**src/rtl/systolic_scheduler.sv**
```systemverilog
// ---------------------------------------------------------------------------
// systolic_scheduler
//   Sequences one tile matrix-multiply on an ARRAY_SIZE x ARRAY_SIZE systolic
//   array: clears the accumulators, fetches k_len operand slices, drives the
//   skewed per-row valids and the global PE enable, waits out the array
//   drain, then emits one result row per valid/ready handshake.
//
// Ports
//   clk, reset      clock, synchronous active-low reset
//   start, k_len    tile request (sampled in IDLE) and inner-product length
//   busy            high in every state except IDLE
//   acc_clear       1-cycle accumulator clear pulse
//   op_rd_en/idx    operand slice request and its index k
//   op_valid        requested slice present this cycle
//   pe_enable       global PE / delay-line enable
//   row_valid       per-row operand-valid, skewed by one enabled cycle per row
//   res_valid/ready result row handshake, res_row = row index
//   done            1-cycle tile-complete pulse
// ---------------------------------------------------------------------------
module systolic_scheduler #(
  parameter int unsigned ARRAY_SIZE      = 4,
  parameter int unsigned MULTIPLY_CYCLES = 3,
  parameter int unsigned KW              = 8
) (
  input  logic                          clk,
  input  logic                          reset,
  input  logic                          start,
  input  logic [KW-1:0]                 k_len,
  output logic                          busy,
  output logic                          acc_clear,
  output logic                          op_rd_en,
  output logic [KW-1:0]                 op_rd_idx,
  input  logic                          op_valid,
  output logic                          pe_enable,
  output logic [ARRAY_SIZE-1:0]         row_valid,
  output logic                          res_valid,
  input  logic                          res_ready,
  output logic [$clog2(ARRAY_SIZE)-1:0] res_row,
  output logic                          done
);

  localparam int unsigned RW           = $clog2(ARRAY_SIZE);
  localparam int unsigned DRAIN_CYCLES = 2 * (ARRAY_SIZE - 1) + MULTIPLY_CYCLES;
  localparam int unsigned DW           = $clog2(DRAIN_CYCLES);

  typedef enum logic [2:0] {
    IDLE   = 3'd0,
    CLEAR  = 3'd1,
    FEED   = 3'd2,
    DRAIN  = 3'd3,
    OUTPUT = 3'd4,
    DONE   = 3'd5
  } state_t;

  state_t                state;
  logic [KW-1:0]         k_len_q;
  logic [KW-1:0]         k;
  logic [DW-1:0]         drain_cnt;
  logic                  drain_q;
  logic [ARRAY_SIZE-1:1] rv_q;
  logic                  feed_beat;

  // A slice is consumed exactly when it is requested and present.
  assign feed_beat    = op_rd_en & op_valid;
  assign pe_enable    = feed_beat | drain_q;
  assign row_valid    = {rv_q, feed_beat};
  assign op_rd_idx    = k;

  // Control FSM with registered outputs.
  always_ff @(posedge clk) begin
    if (!reset) begin
      state     <= IDLE;
      k_len_q   <= '0;
      k         <= '0;
      drain_cnt <= '0;
      drain_q   <= 1'b0;
      busy      <= 1'b0;
      acc_clear <= 1'b0;
      op_rd_en  <= 1'b0;
      res_valid <= 1'b0;
      res_row   <= '0;
      done      <= 1'b0;
    end else begin
      case (state)
        IDLE: begin
          if (start) begin
            k_len_q   <= k_len;
            state     <= CLEAR;
            busy      <= 1'b1;
            acc_clear <= 1'b1;
          end
        end
        CLEAR: begin
          acc_clear <= 1'b0;
          k         <= '0;
          drain_cnt <= '0;
          res_row   <= '0;
          if (k_len_q == '0) begin
            state     <= OUTPUT;
            res_valid <= 1'b1;
          end else begin
            state    <= FEED;
            op_rd_en <= 1'b1;
          end
        end
        FEED: begin
          if (op_valid) begin
            // k never exceeds k_len_q, so it cannot wrap.
            k <= k + KW'(1);
            if (k == k_len_q - KW'(1)) begin
              state     <= DRAIN;
              op_rd_en  <= 1'b0;
              drain_q   <= 1'b1;
              drain_cnt <= '0;
            end
          end
        end
        DRAIN: begin
          if (drain_cnt == DW'(DRAIN_CYCLES - 1)) begin
            state     <= OUTPUT;
            drain_q   <= 1'b0;
            res_valid <= 1'b1;
          end else begin
            drain_cnt <= drain_cnt + DW'(1);
          end
        end
        OUTPUT: begin
          if (res_ready) begin
            if (res_row == RW'(ARRAY_SIZE - 1)) begin
              state     <= DONE;
              res_valid <= 1'b0;
              done      <= 1'b1;
            end else begin
              res_row <= res_row + RW'(1);
            end
          end
        end
        DONE: begin
          done  <= 1'b0;
          busy  <= 1'b0;
          state <= IDLE;
        end
        default: begin
          state <= IDLE;
        end
      endcase
    end
  end

  // Row-valid skew line: advances only with the PE enable so the skew
  // stays aligned with the PE operand delay stages across stalls.
  always_ff @(posedge clk) begin
    if (!reset) begin
      rv_q <= '0;
    end else if (pe_enable) begin
      rv_q[1] <= feed_beat;
      for (int i = 2; i < int'(ARRAY_SIZE); i++) begin
        rv_q[i] <= rv_q[i-1];
      end
    end
  end

endmodule
```
**config.mk**
```make
export PLATFORM = sky130hd
export DESIGN_NAME = systolic_scheduler
export DESIGN_NICKNAME = d
export VERILOG_FILES = /design/src/rtl/systolic_scheduler.sv
export SDC_FILE = /design/constraint.sdc
export NUM_CORES = 1
export LEC_CHECK = 0
export CORE_MARGIN = 5
export CORE_UTILIZATION = 37
export DETAILED_ROUTE_END_ITERATION = 10
export GPL_ROUTABILITY_DRIVEN = 0
export GPL_TIMING_DRIVEN = 0
export RECOVER_POWER = 100
export SETUP_SLACK_MARGIN = 0.1
export SLEW_MARGIN = 0
export SYNTH_ARGS = -nofsm -noshare
export SYNTH_HDL_FRONTEND = slang
export SYNTH_SLANG_ARGS = --single-unit
```
**constraint.sdc**
```tcl
create_clock -name clk -period 4.65 [get_ports clk]
set_clock_uncertainty 0.15 [all_clocks]
set_input_delay 0.6975 -clock clk [delete_from_list [all_inputs] [get_ports clk]]
set_output_delay 0.6975 -clock clk [all_outputs]
set_load 0.01 [all_outputs]
```
==> results list, run 1 <==
- The number of antenna violations at the first check in global routing is 0.
- Total Neg Setup Slack: 0 ns
* Share of post-route cells with drive strength above 1: 4.48%
- The synthesized design contains 34 register bits.
- Global-route usage over all layers: 13.9%
- IR analysis of the VDD net gives a maximum drop of 342 uV.
- Global-route wire length before repair: 6910 um
- The core region is 4790 um2.
* Clock buffer count from CTS: 5
- Worst relative slew slack: 36.7%
- Sorting the synthesized cells by area gives the leading types as sky130_fd_sc_hd__dfxtp_1 (37%), sky130_fd_sc_hd__nand2_1 (6.1%), sky130_fd_sc_hd__xor2_1 (4.3%).
* Cts hold-fix bufs: 0
- Once layout is complete, the utilization of the core stands at 49.8%.
- 33 I/O pins were placed.
* Leak pwr: 0.959 nW
* Worst-Skew Late Latency: 0.29 ns
* Cell Area, Synth: 1850 um2
- Antenna violation net count after detailed routing: 0
- During synthesis, Yosys emitted a total of 0 warnings.
* Setup-failing EPs final: 0
* Area growth from synthesis to layout: 29.0%
- STA classifies the critical path endpoint as an output port.
- Clock edge transition at the registers on the reported setup and hold paths: 0.07 ns
- After synthesis, the largest family of logic cells by area is simple AND/OR/NAND/NOR gates.
- The floorplan has 25 rows.
- STA classifies the critical path startpoint as an input port.
- Most area-hungry cell type in the Yosys netlist: sky130_fd_sc_hd__dfxtp_1
* Number of sinks handled by clock tree synthesis: 34
- DIE AREA: 6510 um2
- The count of buffers added on input and output ports is 32.
* DRC violation total after the first TritonRoute iteration: 118
* Final period util: 70.1%
- The path class of the tightest hold or removal check is reg -> reg.
- Number of diodes: 0
- Result of the run: complete, no violations
* Worst Setup Path Type: in -> out
- Delay contributed by the slowest stage of the critical path: 0.60 ns
- Aggregate routed wire length: 4260 um
- Power Dens Cells: 476 nW/um2
- Critical path peak fanout: 3
- The critical path goes through dlygate4sd3_1, and2_0, nor2_1, inv_1, dlygate4sd3_1.
- Worst Max-Slew Pin Slew: 0.944 ns
- Sum of routed wire segments on met1: 2100 um
- Simple-gate area share of the yosys netlist: 26.8%
- The longest clock path from root to sink contains 2 buffers.
- Postcts setup bufs: 0
- Number of global-route vias before repair: 1464
- Met3 WL post-DR: 264 um
* EDFF count, synth: 0
* Number of nets in the finished design: 286
* Unrepaired setup endpoints after global routing: no
- Most prevalent standard cell on the critical path: sky130_fd_sc_hd__dlygate4sd3_1
- Share of synthesized cell area in full adder, half adder and majority cells: 4.06%
* Period minus WS final: 3.26 ns
* Detailed Place HPWL: 3190 um
- Highest Signal Layer: met4
- Data on the critical path arrives at its endpoint at 2.41 ns.
* Congestion Overflow GR: 0
- The final count of pins violating max slew came to 0.
- Synthesized instance count: 228
- The H-tree generated during clock tree synthesis spans 2 levels.
- Most frequent cells in the layout: sky130_fd_sc_hd__dfxtp_1 (34), sky130_fd_sc_hd__nand2_1 (30), sky130_fd_sc_hd__dlygate4sd3_1 (24)
- Distinct cell type count of the synthesized netlist: 42
- Of the total synthesized cell area, the portion taken by XOR and XNOR cells is 8.05%.
- The die is 80.7 um wide.
* Clock tree root buffer cell: sky130_fd_sc_hd__clkbuf_8
- Based on the critical path, the design can be clocked at up to 0.307 GHz.
- Summing the areas of all compound-gate instances in the mapped netlist gives 17.7% of the synthesized area.
- Post-CTS repair changed the size of 0 cells.
* Number of hold violations in the final report: 0
- Area share of the leading cell type in the synthesized netlist: 36.8%
* Synth Net Count: 247
* Starting Density: 38.6%
- Among all stages on the critical path, the largest delay is contributed by sky130_fd_sc_hd__dlygate4sd3_1.
* Detailed-routed wire length on met2: 1830 um
- After detailed routing, the average wire length per cell comes to 12.7 um.
* Count of maximum capacitance violations: 0
* Synth async-reset ratio: 0%
- Dividing the synthesized area by the synthesized cell count gives 8.11 um2.
- PnR worst setup slack: 1.39 ns
* Overall die height: 80.7 um
* Mux cell area share after synthesis: 2.17%
- At the worst endpoint, the required time is 3.80 ns.
- The most used flip-flop cell after synthesis is sky130_fd_sc_hd__dfxtp_1.
- TritonCTS built the clock tree.
- Part of the Yosys area used for sequential elements: 36.8%
* Worst setup slack before clock tree synthesis: 1.64 ns
- Pin count of the biggest net entering global routing: 13
- First-pass iteration count of the detailed router: 4
* DRC violations left: 0
- Most frequent standard cell in the layout excluding fill and tap cells: sky130_fd_sc_hd__dfxtp_1
* Vias after detailed routing: 1669
- Dividing the detail-routed via count by the number of cells gives 4.98.
-- stage by stage --
step / power (mW) / instance area [um2] / cells / hold WS (ns)
after global placement: 0.816 / 2250 / 327 / 0.315
after CTS: 1.16 / 2390 / 335 / 0.336
after detailed placement: 0.819 / 2250 / 327 / 0.314
after floorplan: 0.693 / 1850 / 228 / 0.318
after global routing: 1.21 / 2380 / 335 / 0.354
final: 1.14 / 2380 / 335 / 0.320
-- metal layers --
metal / GRT usage [%] / vias up
met5: 0 / -
met4: 5.57 / 0
met3: 3.70 / 8
met2: 21.3 / 40
met1: 18.4 / 745
li1: - / 876
-- cells by family after synthesis --
kind of cell             count (synthesis)
flip-flops                              34
XOR/XNOR                                17
buffers and inverters                   21
adder cells (fa/ha/maj)                  6
AND/OR/NAND/NOR                         97
AO/OA/AOI/OAI                           49
multiplexers                             4
-- power by group --
part	switching [mW]	internal, mW
sequential	0.0472	0.336
combinational	0.241	0.179
clock	0.118	0.215
-- flip-flops by register name (all words and copies together) (netlist names) --
signal	cells
acc_clear	1
busy	1
done	1
drain_cnt	4
drain_q	1
k_len_q	8
op_rd_en	1
op_rd_idx	8
res_row	2
res_valid	1
rv_q	3
state	3
-- final timing paths --
kind | to | cells past startpoint | slack, ns | startpoint
max | pe_enable | 5 | 1.39 | op_valid
min | acc_clear | 2 | 0.32 | acc_clear
max reg2reg | op_rd_en | 6 | 2.10 | k_len_q[0]
min reg2reg | acc_clear | 2 | 0.32 | acc_clear
-- cells in the mapped netlist (all sizes together), types with 2 or more instances --
cell    number
o22ai        3
or3          2
nor2        18
ha           6
clkbuf       8
xor2         9
nor2b       10
mux2i        4
nand3b       2
and2         4
o21a         2
a211oi       2
dfxtp       34
a311oi       2
nor4b        2
nand3       10
nand2b       5
nor3         2
a31oi        7
inv         12
a21oi       10
xnor2        8
a21boi      10
nand2       30
o21ai        8
nand4        4
-- final cells by class --
type | instances | area (um2)
clock inverter | 3 | 68.8
fill | 502 | 2400
sequential | 34 | 681
multi-input combinational | 173 | 1080
tap | 67 | 83.8
buffer | 9 | 37.5
timing repair buffer | 32 | 320
inverter | 12 | 45.0
clock buffer | 5 | 68.8
-- worst max-delay path, delay by kind of cell --
family,cells,cell delay (ns)
and+or+nand+nor,2,0.45
buffers and inverters,3,1.25
Power figures use the tool's default switching activity.
==> run 2: changes to the inputs <==
==> constraint.sdc (replaced) <==
create_clock -name clk -period 3.2 [get_ports clk]
set_clock_uncertainty 0.15 [all_clocks]
set_input_delay 0.48 -clock clk [delete_from_list [all_inputs] [get_ports clk]]
set_output_delay 0.48 -clock clk [all_outputs]
set_load 0.01 [all_outputs]
==> results list, run 2 (synthesis results as in run 1) <==
* Result of the run: complete, no violations
* Clock edge transition at the registers on the reported setup and hold paths: 0.07 ns
* Unrepaired setup endpoints after global routing: no
* Critical path peak fanout: 3
- Worst relative slew slack: 36.7%
- Internal power contribution: 1.06 mW
* Max clock buf depth: 2
- In this run, the clock network consumes 29.3% of the power.
* Pin count of the biggest net entering global routing: 13
- Across the whole layout, storage elements account for 681 um2.
- Area growth from synthesis to layout: 29.0%
* Number of standard-cell rows in the floorplan: 25
- Final period util: 88.2%
- Terminus of the critical flop-to-flop path: op_rd_en
- Max-slew violation count: 0
- Once detailed placement completed, the half-perimeter wirelength came to 3190 um.
- Number of hold violations in the final report: 0
* Clock tree root buffer cell: sky130_fd_sc_hd__clkbuf_8
* Number of fill cells: 502
- In this run, post-CTS repair resized a total of 0 instances.
* Signal arrival time at the worst endpoint: 2.19 ns
* Port buffer count: 32
* Number of sinks handled by clock tree synthesis: 34
- Congestion Overflow GR: 0
- The number of buffers and inverters on the critical path is 3.
- Cell-by-cell listing of the critical path: dlygate4sd3_1, and2_0, nor2_1, inv_1, dlygate4sd3_1
* DRC violation total after the first TritonRoute iteration: 118
- In this run the vertical extent of the chip is 80.7 um.
- Power spread over the standard cell area amounts to 692 nW/um2.
* Via density per instance: 4.98
- Endpoint kind of the worst setup timing path: output port
- Across the VDD grid, the largest voltage drop is 497 uV.
* Antenna violation net count after detailed routing: 0
* I/O pin count: 33
- Worst setup slack before clock tree synthesis: 0.621 ns
* Width of the chip: 80.7 um
- Number of antenna violations at the first check in global routing: 0
- Cts hold-fix bufs: 0
- Detailed routing inserted a total of 1669 vias.
- For the pin with the worst max-slew slack, the measured transition is 0.944 ns.
- Aggregate routed wire length: 4260 um
* Most frequent standard cell in the layout excluding fill and tap cells: sky130_fd_sc_hd__dfxtp_1
- The tool flagged a number of max-cap violations equal to 0.
* Start point of the worst hold path: acc_clear
* Postcts setup bufs: 0
* First-pass iteration count of the detailed router: 4
- Critical path startpoint category: input port
* Max Freq: 0.354 GHz
- Most prevalent standard cell on the critical path: sky130_fd_sc_hd__dlygate4sd3_1
* DIE AREA: 6510 um2
- Number of global-route vias before repair: 1464
* Worst Setup Path Type: in -> out
* Number of nets in the finished design: 286
- The first global-routing pass estimated 6910 um of wire.
* Cell with the biggest individual delay on the critical path: sky130_fd_sc_hd__dlygate4sd3_1
* Mean routed wirelength per cell: 12.7 um
- Combinational share of power: 37.0%
- The analysis attributes to net switching a power of 590 uW.
* Required time worst endpoint: 2.57 ns
* H-tree levels: 2
- For this run, the slowest stage of the critical path takes 0.60 ns.
- The initial utilization of the core area, before any placement, comes to 38.6%.
- Most frequent cells in the layout: sky130_fd_sc_hd__dfxtp_1 (34), sky130_fd_sc_hd__nand2_1 (30), sky130_fd_sc_hd__dlygate4sd3_1 (23)
* Global-route usage over all layers: 13.9%
- Hold path depth: 2
- Leak pwr: 0.958 nW
- Period minus WS final: 2.82 ns
- Worst-Skew Late Latency: 0.29 ns
- Total Neg Setup Slack: 0 ns
* Number of diodes: 0
- Setup violations remaining at the end of the flow were counted as 0.
* Largest delay share family, worst path: buffers and inverters
- After detailed routing, the number of remaining DRC violations is 0.
* CTS tree: done
* Area of the multi-input gates: 1080 um2
- Min-delay worst type: reg -> reg
- Worst-case register-to-register setup slack: 0.65 ns
* Depth of the worst register-to-register path: 6
- Setup slack closes at 0.376 ns.
* Switching power as a share of total power: 35.7%
- Share of post-route cells with drive strength above 1: 4.48%
* Clock buffer count from CTS: 5
- Of the total power, registers draw 33.7%.
* Endpoint of the worst hold path: acc_clear
- The worst register-to-register path begins at k_len_q[0].
- In this run the standard cell core region covers 4790 um2.
[run 2: cell types whose count changed in the layout (fill, tap and decap cells not counted)]
cell and delta:
sky130_fd_sc_hd__and2_0 +1, sky130_fd_sc_hd__and2_1 -1, sky130_fd_sc_hd__dlygate4sd3_1 -1, sky130_fd_sc_hd__clkdlybuf4s50_1 +1
[run 2: per-stage QoR]
stage	std cells	power [mW]	area (um2)	hold slack (ns)	util, %
6_report	335	1.65	2380	0.320	49.8
4_1_cts	335	1.68	2390	0.336	50.0
3_5_place_dp	327	1.19	2250	0.314	47.1
3_3_place_gp	327	1.19	2250	0.315	47.1
5_1_grt	335	1.76	2380	0.354	49.8
2_1_floorplan	228	1.01	1850	0.318	-
[run 2: layout make-up]
cell class	instances	area share [%]
Multi-Input combinational cell	173	45.3
Sequential cell	34	28.5
Timing Repair Buffer	32	13.4
Tap cell	67	3.52
Clock buffer	5	2.89
Clock inverter	3	2.89
Inverter	12	1.89
Buffer	9	1.57
[run 2: metal layers]
metal,part of all wire (%),track usage (%),vias to the layer above
met1,49,18.4,746
li1,-,-,875
met3,6.2,3.70,8
met4,1.5,5.57,0
met5,0,0,-
met2,43,21.3,40
[run 2: worst max path at each step]
stage / from / end / cells after the start
floorplan: k_len_q[0] / op_rd_en / 6
finish: op_valid / pe_enable / 5
detailed placement: op_valid / pe_enable / 5
CTS: op_valid / pe_enable / 5
global route: op_valid / pe_enable / 5
global placement: op_valid / pe_enable / 5
[run 2: worst min-delay path: stages, from the launching register on]
cell	delay, ns
sky130_fd_sc_hd__dfxtp_1	0.33
sky130_fd_sc_hd__nor2_1	0.05
sky130_fd_sc_hd__nor2_1	0.07
[run 2: power groups by stage]
| stage | Clock, mW | Sequential (mW) | Combinational, mW |
|---|---|---|---|
| CTS | 0.494 | 0.557 | 0.628 |
| global route | 0.510 | 0.570 | 0.684 |
| floorplan | 0 | 0.559 | 0.448 |
| global placement | 0 | 0.566 | 0.621 |
| detailed placement | 0 | 0.567 | 0.623 |
| finish | 0.484 | 0.557 | 0.611 |
==> run 3: changes to the inputs <==
--- a/config.mk
+++ b/config.mk
@@ -5,6 +5,7 @@
 export SDC_FILE = /design/constraint.sdc
 export NUM_CORES = 1
 export LEC_CHECK = 0
+export ABC_AREA = 1
 export CORE_MARGIN = 5
 export CORE_UTILIZATION = 37
 export DETAILED_ROUTE_END_ITERATION = 10
==> results list, run 3 <==
- The worst hold path terminates at done.
- The number of antenna violations at the first check in global routing came to 0.
- Number of diodes: 0
- First-pass iteration count of the detailed router: 4
* Critical path peak fanout: 3
* Synth cell count leaders: sky130_fd_sc_hd__nand2_1 (55), sky130_fd_sc_hd__dfxtp_1 (34), sky130_fd_sc_hd__inv_1 (33)
- Number of nets in the finished design: 331
* Count of maximum capacitance violations: 0
- Post-Synthesis Mean Instance Area: 6.80 um2
- Endpoint kind of the worst setup timing path: output port
- The final layout contains routed wiring with a total length of 4370 um.
- TritonCTS built the clock tree.
* Global-route wire length before repair: 7450 um
- The via count of the first global-routing pass was 1703.
- Cell Area, Synth: 1860 um2
- By startpoint and endpoint, the worst setup path is classified as in -> out.
- Power Dens Cells: 825 nW/um2
* DIE AREA: 6550 um2
* Critical path startpoint category: input port
* Clock buffer count from CTS: 5
* Starting Density: 38.7%
* Most used standard cell by instance count after synthesis: sky130_fd_sc_hd__nand2_1
- Leaving out fill and tap cells, the most frequent cell in the layout is sky130_fd_sc_hd__nand2_1.
* Congestion Overflow GR: 0
- Of the cells placed in the final design, the portion with a size suffix greater than 1 is 6.73%.
- WHS: 0.315 ns
* Worst-case register-to-register setup slack: 0.95 ns
- Required time worst endpoint: 2.57 ns
* Detailed Place HPWL: 3260 um
* Final core utilization: 48.0%
* Number of sinks handled by clock tree synthesis: 34
- Total power after layout: 1.91 mW
- For the worst-skew pair, the clock arrives at the later sink with an insertion delay of 0.29 ns.
* Cts hold-fix bufs: 0
* Signal arrival time at the worst endpoint: 2.11 ns
* Setup-failing EPs final: 0
- The number of nets handed over by synthesis was 293.
- In this run the critical register-to-register path is captured at drain_cnt[1].
* Max-slew violation count: 0
- Depth of the worst register-to-register path: 12
- The run finished with clean final reports.
- Core Footprint: 4820 um2
- Cell total after placement: 372
- Warnings from Yosys: 0
* Worst relative slew slack: 68.2%
* Unrepaired setup endpoints after global routing: no
* Number of hold violations in the final report: 0
- The most used flip-flop cell after synthesis is sky130_fd_sc_hd__dfxtp_1.
- EDFF count, synth: 0
* Pin count of the biggest net entering global routing: 11
- Hold path depth: 2
* Part of the Yosys area used for sequential elements: 36.5%
- Width of the chip: 81.0 um
- Overall die height: 81.0 um
- In the global route stage, overall resource usage came out at 14.7%.
- Clock tree root buffer cell: sky130_fd_sc_hd__clkbuf_8
* Non-Filler Instances: 379
- Number of cells upsized or downsized after cts: 0
- Count of state elements after synthesis: 34
- DRC violations left: 0
* H-tree levels: 2
- The initialized floorplan defines 25 standard-cell rows.
- DRC violation total after the first TritonRoute iteration: 62
- Leak pwr: 1.02 nW
- Min-delay worst type: reg -> reg
- 33 I/O pins were placed.
- Worst IR Drop VDD: 311 uV
- Start point of the worst hold path: done
- The top cell type by area accounts for 36.5% of the synthesized area.
* Number of fill cells: 541
- Max Freq: 0.364 GHz
* Port buffer count: 31
* Worst Max-Slew Pin Slew: 0.477 ns
- Most area-hungry cell type in the Yosys netlist: sky130_fd_sc_hd__dfxtp_1
- Synth top area cells: sky130_fd_sc_hd__dfxtp_1 (37%), sky130_fd_sc_hd__nand2_1 (11%), sky130_fd_sc_hd__a21oi_1 (7.8%)
* Area growth from synthesis to layout: 24.0%
- Most frequent cells in the layout: sky130_fd_sc_hd__nand2_1 (59), sky130_fd_sc_hd__inv_1 (35), sky130_fd_sc_hd__nor2_1 (34), sky130_fd_sc_hd__dfxtp_1 (34), sky130_fd_sc_hd__a21oi_1 (29)
- No sink is reached through more buffers than the 2 on the longest clock path.
- The worst register-to-register path begins at k_len_q[0].
* Synth async-reset ratio: 0%
* Mean routed wirelength per cell: 11.5 um
* Period minus WS final: 2.74 ns
- Vias after detailed routing: 1798
- Via density per instance: 4.74
- In the synthesized netlist, the number of instances is 274.
* Clock edge transition at the registers on the reported setup and hold paths: 0.07 ns
* Distinct cell type count of the synthesized netlist: 28
- Postcts setup bufs: 0
* Antenna violation net count after detailed routing: 0
* Total Neg Setup Slack: 0 ns
* Final period util: 85.7%
==> run 3: cell count changes after synthesis, moves of 6 or more <==
| cell | delta |
|---|---|
| sky130_fd_sc_hd__nand2_1 | +25 |
| sky130_fd_sc_hd__inv_1 | +21 |
| sky130_fd_sc_hd__a21oi_1 | +19 |
| sky130_fd_sc_hd__nor2_1 | +12 |
| sky130_fd_sc_hd__a21boi_0 | -10 |
| sky130_fd_sc_hd__nand3_1 | +10 |
| sky130_fd_sc_hd__nor2b_1 | -10 |
| sky130_fd_sc_hd__nor2_2 | +9 |
| sky130_fd_sc_hd__nand2_2 | +8 |
| sky130_fd_sc_hd__o21ai_0 | +7 |
| sky130_fd_sc_hd__a31oi_1 | -6 |
==> run 3: logic make-up after synthesis <==
kind of cell,count (synthesis),synth area share (%)
AND/OR/NAND/NOR,130,31.4
AO/OA/AOI/OAI,54,15.4
buffers and inverters,41,8.46
flip-flops,34,36.5
XOR/XNOR,9,4.23
adder cells (fa/ha/maj),6,4.03
==> run 3: cell type report <==
cell class | instances | area [um2] | area share, %
Tap cell | 67 | 83.8 | 3.63
Timing Repair Buffer | 31 | 310 | 13.4
Multi-Input combinational cell | 199 | 1000 | 43.3
Sequential cell | 34 | 681 | 29.5
Clock inverter | 2 | 10.0 | 0.433
Clock buffer | 5 | 68.8 | 2.98
Buffer | 4 | 18.8 | 0.812
Inverter | 37 | 139 | 6.01
==> run 3: report_power, final <==
part | internal (mW) | total (mW) | switching, mW
sequential | 0.544 | 0.664 | 0.120
combinational | 0.371 | 0.938 | 0.567
clock | 0.146 | 0.305 | 0.159
total | 1.06 | 1.91 | 0.846
==> run 3: critical path, cell delays in order <==
cell and delay [ns]:
sky130_fd_sc_hd__dlygate4sd3_1 0.61, sky130_fd_sc_hd__nand2_1 0.11, sky130_fd_sc_hd__inv_1 0.06, sky130_fd_sc_hd__nor2_1 0.16, sky130_fd_sc_hd__inv_1 0.09, sky130_fd_sc_hd__dlygate4sd3_1 0.61
==> run 3: metrics by stage <==
stage / setup WS (ns) / cell area [um2]
2_1_floorplan: 1.41 / 1860
3_3_place_gp: 0.692 / 2260
3_5_place_dp: 0.694 / 2260
4_1_cts: 0.686 / 2340
5_1_grt: 0.401 / 2310
6_report: 0.456 / 2310
==> run 3: worst max path at each step <==
stage,from,endpoint,cells after the start
detailed placement,op_valid,pe_enable,6
global placement,op_valid,pe_enable,6
global route,op_valid,pe_enable,6
floorplan,k_len_q[0],drain_cnt[1],12
finish,op_valid,pe_enable,6
CTS,op_valid,pe_enable,6
==> run 3: routing by layer <==
layer / global-route usage [%] / up-vias / wire, um
met5: 0 / - / 0
met4: 7.09 / 0 / 82
met3: 3.22 / 7 / 257
met2: 22.2 / 50 / 1760
met1: 19.7 / 784 / 2280
li1: - / 957 / -
